[config.mk]
export PLATFORM = sky130hd
export DESIGN_NAME = alu_ctrl_seq
export DESIGN_NICKNAME = d
export VERILOG_FILES = /design/src/rtl/alu_ctrl_seq.sv
export SDC_FILE = /design/constraint.sdc
export NUM_CORES = 1
export LEC_CHECK = 0
export ABC_AREA = 1
export BUFFER_PORTS_ARGS = -buffer_cell sky130_fd_sc_hd__buf_2
export CAP_MARGIN = 20
export CELL_PAD_IN_SITES_DETAIL_PLACEMENT = 1
export CELL_PAD_IN_SITES_GLOBAL_PLACEMENT = 2
export CORE_AREA = 2 2 68 57
export CTS_BUF_LIST = sky130_fd_sc_hd__clkbuf_8
export CTS_CLUSTER_DIAMETER = 150
export DETAILED_ROUTE_END_ITERATION = 16
export DIE_AREA = 0 0 70 59
export GPL_TIMING_DRIVEN = 0
export PLACE_DENSITY_LB_ADDON = 0.08
export SYNTH_ARGS = -nofsm -noshare
export SYNTH_HDL_FRONTEND = slang
export SYNTH_SLANG_ARGS = --single-unit
[constraint.sdc]
create_clock -name clk -period 2.2 [get_ports clk]
set_input_delay 0.44 -clock clk [delete_from_list [all_inputs] [get_ports clk]]
set_output_delay 0.44 -clock clk [all_outputs]
set_load 0.005 [all_outputs]
[src/rtl/alu_ctrl_seq.sv]
// alu_ctrl_seq: registered ALU control decoder with a valid/ready handshake.
// Single-cycle ops go straight to HOLD. MULT and DIV first spend a
// configurable number of cycles in BUSY, which stalls upstream while the
// iterative unit runs.
module alu_ctrl_seq #(
  parameter int CTRL_W     = 4,
  parameter int MUL_CYCLES = 4,
  parameter int DIV_CYCLES = 32,
  parameter int CNT_W      = 6
) (
  input  logic              clk,
  input  logic              rst_n,
  input  logic              flush,
  input  logic              in_valid,
  output logic              in_ready,
  input  logic [1:0]        aluop,
  input  logic [5:0]        funct,
  output logic              out_valid,
  input  logic              out_ready,
  output logic [CTRL_W-1:0] alucontrol,
  output logic              illegal,
  output logic              busy,
  output logic              start
);

  typedef enum logic [1:0] {
    ST_IDLE = 2'd0,
    ST_BUSY = 2'd1,
    ST_HOLD = 2'd2
  } state_e;

  localparam logic [CNT_W-1:0] MUL_CNT  = CNT_W'(MUL_CYCLES);
  localparam logic [CNT_W-1:0] DIV_CNT  = CNT_W'(DIV_CYCLES);
  localparam logic [CNT_W-1:0] CNT_ONE  = CNT_W'(1);
  localparam logic [CNT_W-1:0] CNT_ZERO = CNT_W'(0);

  localparam logic [3:0] CODE_DIV = 4'b1010;

  // Decode result packed as {illegal, multi_cycle, code[3:0]}.
  function automatic logic [5:0] decode_op(input logic [1:0] op, input logic [5:0] fn);
    logic [5:0] res;
    res = 6'b00_0000;
    case (op)
      2'b00: res = 6'b00_0000;
      2'b01: res = 6'b00_0001;
      2'b11: res = 6'b00_0011;
      2'b10: begin
        case (fn)
          6'b100000: res = 6'b00_0000;
          6'b100010: res = 6'b00_0001;
          6'b100100: res = 6'b00_0010;
          6'b100101: res = 6'b00_0011;
          6'b100110: res = 6'b00_0100;
          6'b100111: res = 6'b00_0101;
          6'b101010: res = 6'b00_0110;
          6'b000000: res = 6'b00_0111;
          6'b000010: res = 6'b00_1000;
          6'b011000: res = 6'b01_1001;
          6'b011010: res = 6'b01_1010;
          default:   res = 6'b10_1111;
        endcase
      end
      default: res = 6'b10_1111;
    endcase
    return res;
  endfunction

  state_e            state_q, state_d;
  logic [CNT_W-1:0]  cnt_q, cnt_d;
  logic [CTRL_W-1:0] ctrl_q, ctrl_d;
  logic              illegal_q, illegal_d;
  logic              start_q, start_d;
  logic              busy_q, busy_d;
  logic              out_valid_q, out_valid_d;

  logic [5:0]        dec_s;
  logic              dec_illegal_s;
  logic              dec_multi_s;
  logic [3:0]        dec_code_s;
  logic              in_ready_s;
  logic              accept_s;

  // Handshake: readiness depends only on state and out_ready; flush blocks any accept.
  always_comb begin
    dec_s         = decode_op(aluop, funct);
    dec_illegal_s = dec_s[5];
    dec_multi_s   = dec_s[4];
    dec_code_s    = dec_s[3:0];
    in_ready_s    = (state_q == ST_IDLE) || ((state_q == ST_HOLD) && out_ready);
    accept_s      = in_valid && in_ready_s && !flush;
  end

  // State register.
  always_ff @(posedge clk or negedge rst_n) begin
    if (!rst_n) begin
      state_q <= ST_IDLE;
    end else begin
      state_q <= state_d;
    end
  end

  // Next-state logic: flush wins, then a new accept, then the per-state rules.
  always_comb begin
    state_d = state_q;
    if (flush) begin
      state_d = ST_IDLE;
    end else if (accept_s) begin
      state_d = dec_multi_s ? ST_BUSY : ST_HOLD;
    end else begin
      case (state_q)
        ST_IDLE: state_d = ST_IDLE;
        ST_BUSY: begin
          // Count of one (or a defensive zero) means this is the last busy cycle.
          if ((cnt_q == CNT_ONE) || (cnt_q == CNT_ZERO)) begin
            state_d = ST_HOLD;
          end else begin
            state_d = ST_BUSY;
          end
        end
        ST_HOLD: begin
          if (out_ready) begin
            state_d = ST_IDLE;
          end else begin
            state_d = ST_HOLD;
          end
        end
        default: state_d = ST_IDLE;
      endcase
    end
  end

  // Output/datapath next values: control word, illegal flag, busy counter and status flags.
  always_comb begin
    ctrl_d    = ctrl_q;
    illegal_d = illegal_q;
    cnt_d     = cnt_q;
    if (flush) begin
      ctrl_d    = '0;
      illegal_d = 1'b0;
      cnt_d     = CNT_ZERO;
    end else if (accept_s) begin
      ctrl_d      = '0;
      ctrl_d[3:0] = dec_code_s;
      illegal_d   = dec_illegal_s;
      if (dec_multi_s) begin
        cnt_d = (dec_code_s == CODE_DIV) ? DIV_CNT : MUL_CNT;
      end else begin
        cnt_d = CNT_ZERO;
      end
    end else if ((state_q == ST_BUSY) && (cnt_q != CNT_ZERO)) begin
      cnt_d = cnt_q - CNT_ONE;
    end else begin
      cnt_d = cnt_q;
    end
    // start marks only the first BUSY cycle, i.e. the one right after a multi-cycle accept.
    start_d     = accept_s && dec_multi_s;
    busy_d      = (state_d == ST_BUSY);
    out_valid_d = (state_d == ST_HOLD);
  end

  // Output and counter registers; cleared asynchronously by reset.
  always_ff @(posedge clk or negedge rst_n) begin
    if (!rst_n) begin
      ctrl_q      <= '0;
      illegal_q   <= 1'b0;
      cnt_q       <= CNT_ZERO;
      start_q     <= 1'b0;
      busy_q      <= 1'b0;
      out_valid_q <= 1'b0;
    end else begin
      ctrl_q      <= ctrl_d;
      illegal_q   <= illegal_d;
      cnt_q       <= cnt_d;
      start_q     <= start_d;
      busy_q      <= busy_d;
      out_valid_q <= out_valid_d;
    end
  end

  assign in_ready   = in_ready_s;
  assign alucontrol = ctrl_q;
  assign illegal    = illegal_q;
  assign start      = start_q;
  assign busy       = busy_q;
  assign out_valid  = out_valid_q;

endmodule

; ---- Word level (Yosys, flattened, before mapping)
; Index checks and enable logic that the tools add are counted.
[word_totals]
elab_cells = 59
ff_bits = 16
output_inout_bits = 9
input_bits = 13
[classes]
reduce_logical = 15
addsub = 1
mux = 17
eq_ne = 19
[ops]
columns = op, count
row1 = $pmux 6 s11, 1
row2 = $eq 6x6->1 const B, 7
row3 = $mux 6, 5
row4 = $pmux 6 s4, 1
row5 = $eq 6x5->1 const B, 2
row6 = $logic_not 6->1, 2
row7 = $mux 2, 5
row8 = $eq 2x2->1 const B, 4
row9 = $mux 4, 2
row10 = $eq 2x1->1 const B, 3
row11 = $eq 6x1->1 const B, 1
row12 = $eq 6x2->1 const B, 1
row13 = $reduce_bool 6->1, 1
row14 = $sub 6x1->6 const B, 1
row15 = $logic_and 1x1->1, 5
row16 = $eq 4x4->1 const B, 1
row17 = $logic_not 2->1, 2
row18 = $pmux 2 s2, 1
row19 = $reduce_bool 3->1, 1
row20 = $logic_or 1x1->1, 2
row21 = $mux 1, 2
row22 = $reduce_bool 2->1, 1
row23 = $logic_not 1->1, 1

; ---- Logic depth before layout (Yosys ltp)
[depth]
word_depth = 8
mapped_depth = 12
depth_no_buf = 12

; ---- Worst setup path before layout
; No wires, ideal clock.
[synth_path]
kind = reg2reg
from = register state_q[0]
to = register out_valid_q, in the netlist out_valid
path_stages_with_launch = 11
setup_time_ps = 121
t_arrival_ps = 1333
path_slack_ps = 746
cell_sequence = dfrtp_1 inv_1 ha_1 a21o_1 nand2_1 nor2_2 nand2_1 nor2_4 inv_1 nand3_1 nor2_1
[synth_via]
elab_chain_cells = 8
word_cells_on_any_way = 11
classes_between = 3 x eq/ne / 3 x mux / 5 x reduce/logical
[synth_rtl]
columns = element, line
row1 = from (decl), 68  ; state_e state_q, state_d;
row2 = from (signal assigned), 98  ; state_q <= state_d;
row3 = $eq 2x2->1, 89  ; in_ready_s = (state_q == ST_IDLE) || ((state_q == ST_HOLD) && out_ready);
row4 = $logic_and 1x1->1, 89
row5 = $logic_or 1x1->1 *, 89
row6 = via in_ready, 15  ; output logic in_ready,
row7 = $logic_and 1x1->1 * (2 in a row), 90  ; accept_s = in_valid && in_ready_s && !flush;
row8 = $mux 2 *, 107  ; end else if (accept_s) begin
row9 = $mux 2 *, 105  ; if (flush) begin
row10 = $eq 2x2->1 *, 158  ; out_valid_d = (state_d == ST_HOLD);
row11 = via out_valid_d, 74  ; logic out_valid_q, out_valid_d;
row12 = to (signal assigned), 176  ; out_valid_q <= out_valid_d;
row13 = to (decl), 74
; The timed path passes the listed nets; every way through them passes the cells marked *.
; A chain may end at the register's enable or synchronous reset.

; ---- Worst setup path after layout
[layout_path]
from = register cnt_q[0]
to = register cnt_q[4]
[layout_via]
elab_chain_cells = 4
word_cells_on_any_way = 7
classes_between = 1 x add/sub / 3 x mux / 3 x reduce/logical
[layout_rtl]
columns = element, line
row1 = from (decl), 69  ; logic [CNT_W-1:0] cnt_q, cnt_d;
row2 = from (signal assigned), 173  ; cnt_q <= cnt_d;
row3 = $sub 6x1->6, 151  ; cnt_d = cnt_q - CNT_ONE;
row4 = $mux 6, 150  ; end else if ((state_q == ST_BUSY) && (cnt_q != CNT_ZERO)) begin
row5 = $mux 6, 141  ; end else if (accept_s) begin
row6 = $mux 6, 137  ; if (flush) begin
; Several ways; a longest one is shown, not always the timed one. The select of a mux whose other input is x is not followed.

==> impl_metrics.tcl <==
set metrics [dict create \
    outcome "complete, no violations" \
    grt_max_degree 17 \
    initial_utilization 0.329 \
    pwr_density_cell_nw_per_um2 538 \
    pwr-share-comb 0.185 \
    gr-total-overflow 0 \
    worst_pin_slew_ns 0.380 \
    p_switching_mw 0.199 \
    critPathMaxFanout 5 \
    arrival_ns 1.88 \
    cts.sinks 16 \
    synth_simple_gate_area_frac 0.380 \
    h-tree-depth 1 \
    num_vias 1058 \
    place_inst 219 \
    setup_viol 0 \
    final_cells 223 \
    final_util 0.392 \
    postCtsSetupBuffers 0 \
    required_ns 2.38 \
    dr.pass1.iters 4 \
    tns_ns 0 \
    synth_top_cell_by_area "dfrtp_1" \
    cp-end-kind "flop" \
    port_buffers 21 \
    chipWidth_um 70 \
    synth.area.top_cells "dfrtp_1, nand2_1, inv_1" \
    rr_worst_depth 9 \
    max_slew_margin 0.747 \
    seq_area_frac_synth 0.360 \
    drive_above_1_share 0.232 \
    path_depth 9 \
    drtIter0Drc 41 \
    antenna_found_initial 0 \
    synth_top_family_by_area "simple AND/OR/NAND/NOR gates" \
    syn-cell-area_um2 1110 \
    clk_pin_slew_ns 0.06 \
    maxCapViolCount 0 \
    final_area_um2 1320 \
    crit_type "reg -> reg" \
    holdCritPathClass "in -> async" \
    path_buf_inv 2 \
    dieArea_um2 4130 \
    period_share 0.773 \
    p_int_mw 0.513 \
    antenna_cells 0 \
    grt_pass1_vias 1052 \
    synth.distinct_cells 25 \
    slowest_stage "dfrtp_1" \
    netlist.area_leader.share 0.360 \
    crit_chain "inv_1 -> ha_1 -> nor3b_1 -> nand2_1 -> nand2_1 -> inv_1 -> nand2_1 -> o21ai_0 -> a21oi_1" \
    period_needed_ns 1.70 \
    placed_area_um2 1270 \
    fin_skew_ns 0.00134 \
    ir_drop_v 0.000314 \
    rsz0062_at_grt "no" \
    postRouteAntennaNets 0 \
    synthCells 156 \
    ys_ff_latch 16 \
    cp_top_family "simple AND/OR/NAND/NOR gates" \
    grt_usage 0.158 \
    core_area_um2 3380 \
    cts_tree "done" \
    clock.fmax_mhz 588 \
    worst_slack_ns 0.499 \
    die_h_um 59 \
    sequentialPowerShare 0.446 \
    synth_compound_area_frac 0.0935 \
    slowest_delay_ns 0.38 \
    synth_fa_ha_area_frac 0.0563 \
    crit_path_frequent_cell "nand2_1" \
    place.gp.congestion 0.849 \
    synth_xor_area_frac 0.0158 \
    cts-buffers-inserted 3 \
    cts_resized 0 \
    nets 200 \
    place_hpwl_um 2400 \
    leakage_nw 0.742 \
    slew_violations 0 \
    syn2layout_area_growth_pct 19.1 \
    num_rows 19 \
    drc 0 \
    rr_endpoint "cnt_q[4]$_DFFE_PN0P_" \
    synthMuxAreaShare 0 \
    synth_area_per_cell_um2 7.12 \
    clkPwrFrac 0.369 \
    reg2reg_slack_ns 0.50 \
    cts.path.max_buffers 2 \
    startpoint_type "flop" \
    syn_nets 174 \
    routed_wl_um 2900 \
    wl_per_cell_um 13.0 \
    cts_hold_buf 0 \
    clk_latency_ns 0.25 \
    hold_viol_final 0 \
    clockRootBuffer "clkbuf_8" \
    vias_per_cell 4.74 \
    swShare 0.279 \
    reg2reg_from "cnt_q[0]$_DFFE_PN0P_" \
    io-pin-count 22 \
    pre_cts_ws_ns 0.491 \
    fill_cells 454 \
    synth_warnings 0 \
    grt_pass1_wl_um 5010 \
]
[stage by stage]
stage | total power [mW] | hold slack [ns]
5_1_grt | 0.762 | 0.117
2_1_floorplan | 0.403 | 0.144
4_1_cts | 0.726 | 0.107
6_report | 0.712 | 0.0971
3_3_place_gp | 0.451 | 0.377
3_5_place_dp | 0.455 | 0.385
[per-layer routing]
metal	wire, um	part of all wire	track usage
met1	1510	0.52	0.214
met2	1230	0.42	0.252
met3	129	0.045	0.0459
met4	27	0.0093	0.0412
met5	0	0	0
[power by group through the flow]
stage               Combinational [mW]  Clock, mW  Sequential (mW)
floorplan                       0.0817          0            0.321
global placement                 0.129          0            0.322
detailed placement               0.133          0            0.322
CTS                              0.134      0.275            0.317
global route                     0.153      0.290            0.319
finish                           0.131      0.263            0.317
[worst register-to-register path: cells and delay by family, from the launching register on]
| family | cells | cell delay [ns] |
|---|---|---|
| AOI/OAI and AO/OA | 2 | 0.20 |
| adders and majority gates | 1 | 0.22 |
| buffers and inverters | 2 | 0.23 |
| DFF | 1 | 0.38 |
| and+or+nand+nor | 4 | 0.60 |
[worst max-delay path by stage]
stage,start,to,slack [ns]
final,cnt_q[0]$_DFFE_PN0P_,cnt_q[4]$_DFFE_PN0P_,0.50
after floorplan,state_q[0]$_DFF_PN0_,out_valid$_DFF_PN0_,0.75
after detailed placement,cnt_q[0]$_DFFE_PN0P_,cnt_q[4]$_DFFE_PN0P_,0.49
after global routing,cnt_q[0]$_DFFE_PN0P_,cnt_q[4]$_DFFE_PN0P_,0.24
after CTS,cnt_q[0]$_DFFE_PN0P_,cnt_q[4]$_DFFE_PN0P_,0.47
after global placement,cnt_q[0]$_DFFE_PN0P_,cnt_q[4]$_DFFE_PN0P_,0.53
[logic make-up after synthesis]
group	after synthesis
xor gates and xnor gates	2
AOI/OAI and AO/OA	16
buffers and inverters	28
DFF	16
and+or+nand+nor	89
adders and majority gates	5
[layout by cell type (no fill, tap or decap)]
master     n
nand2_1   41
inv_1     25
buf_2     21
nand3_1   18
nor2_1    16
dfrtp_1   16
nor2_2     5
ha_1       5
nor2_4     4
o21ai_0    4
clkbuf_8   4
inv_2      3
o211ai_1   2
nand2_2    2
a21oi_1    2
a31oi_1    2
a21o_1     1
nand3_2    1
o21ai_2    1
o221ai_1   1
nand2_4    1
o22ai_1    1
nor3b_1    1
xor2_1     1
a211oi_1   1
xnor2_1    1
a22oi_1    1
[layout make-up]
| cell class | instances | area (um2) | area share |
|---|---|---|---|
| repair buffers | 21 | 105 | 0.0794 |
| flip-flops and latches | 16 | 400 | 0.302 |
| well taps | 42 | 52.6 | 0.0397 |
| multi-input cells | 112 | 606 | 0.457 |
| clock buffers | 4 | 55.1 | 0.0416 |
| inverters | 28 | 105 | 0.0794 |
[cells in the mapped netlist, drive strengths merged]
library cell	count
nand2	44
inv	28
nor2	25
nand3	19
dfrtp	16
ha	5
o21ai	5
a21oi	2
a31oi	2
o211ai	2
a211oi	1
a21o	1
a22oi	1
nor3b	1
o221ai	1
o22ai	1
xnor2	1
xor2	1
[flip-flops by register name, summed over array words and instances, names as in the netlist]
signal	flops
alucontrol	4
busy	1
cnt_q	6
illegal	1
out_valid	1
start	1
state_q	2
No activity file was read; power rests on OpenSTA's default activity.
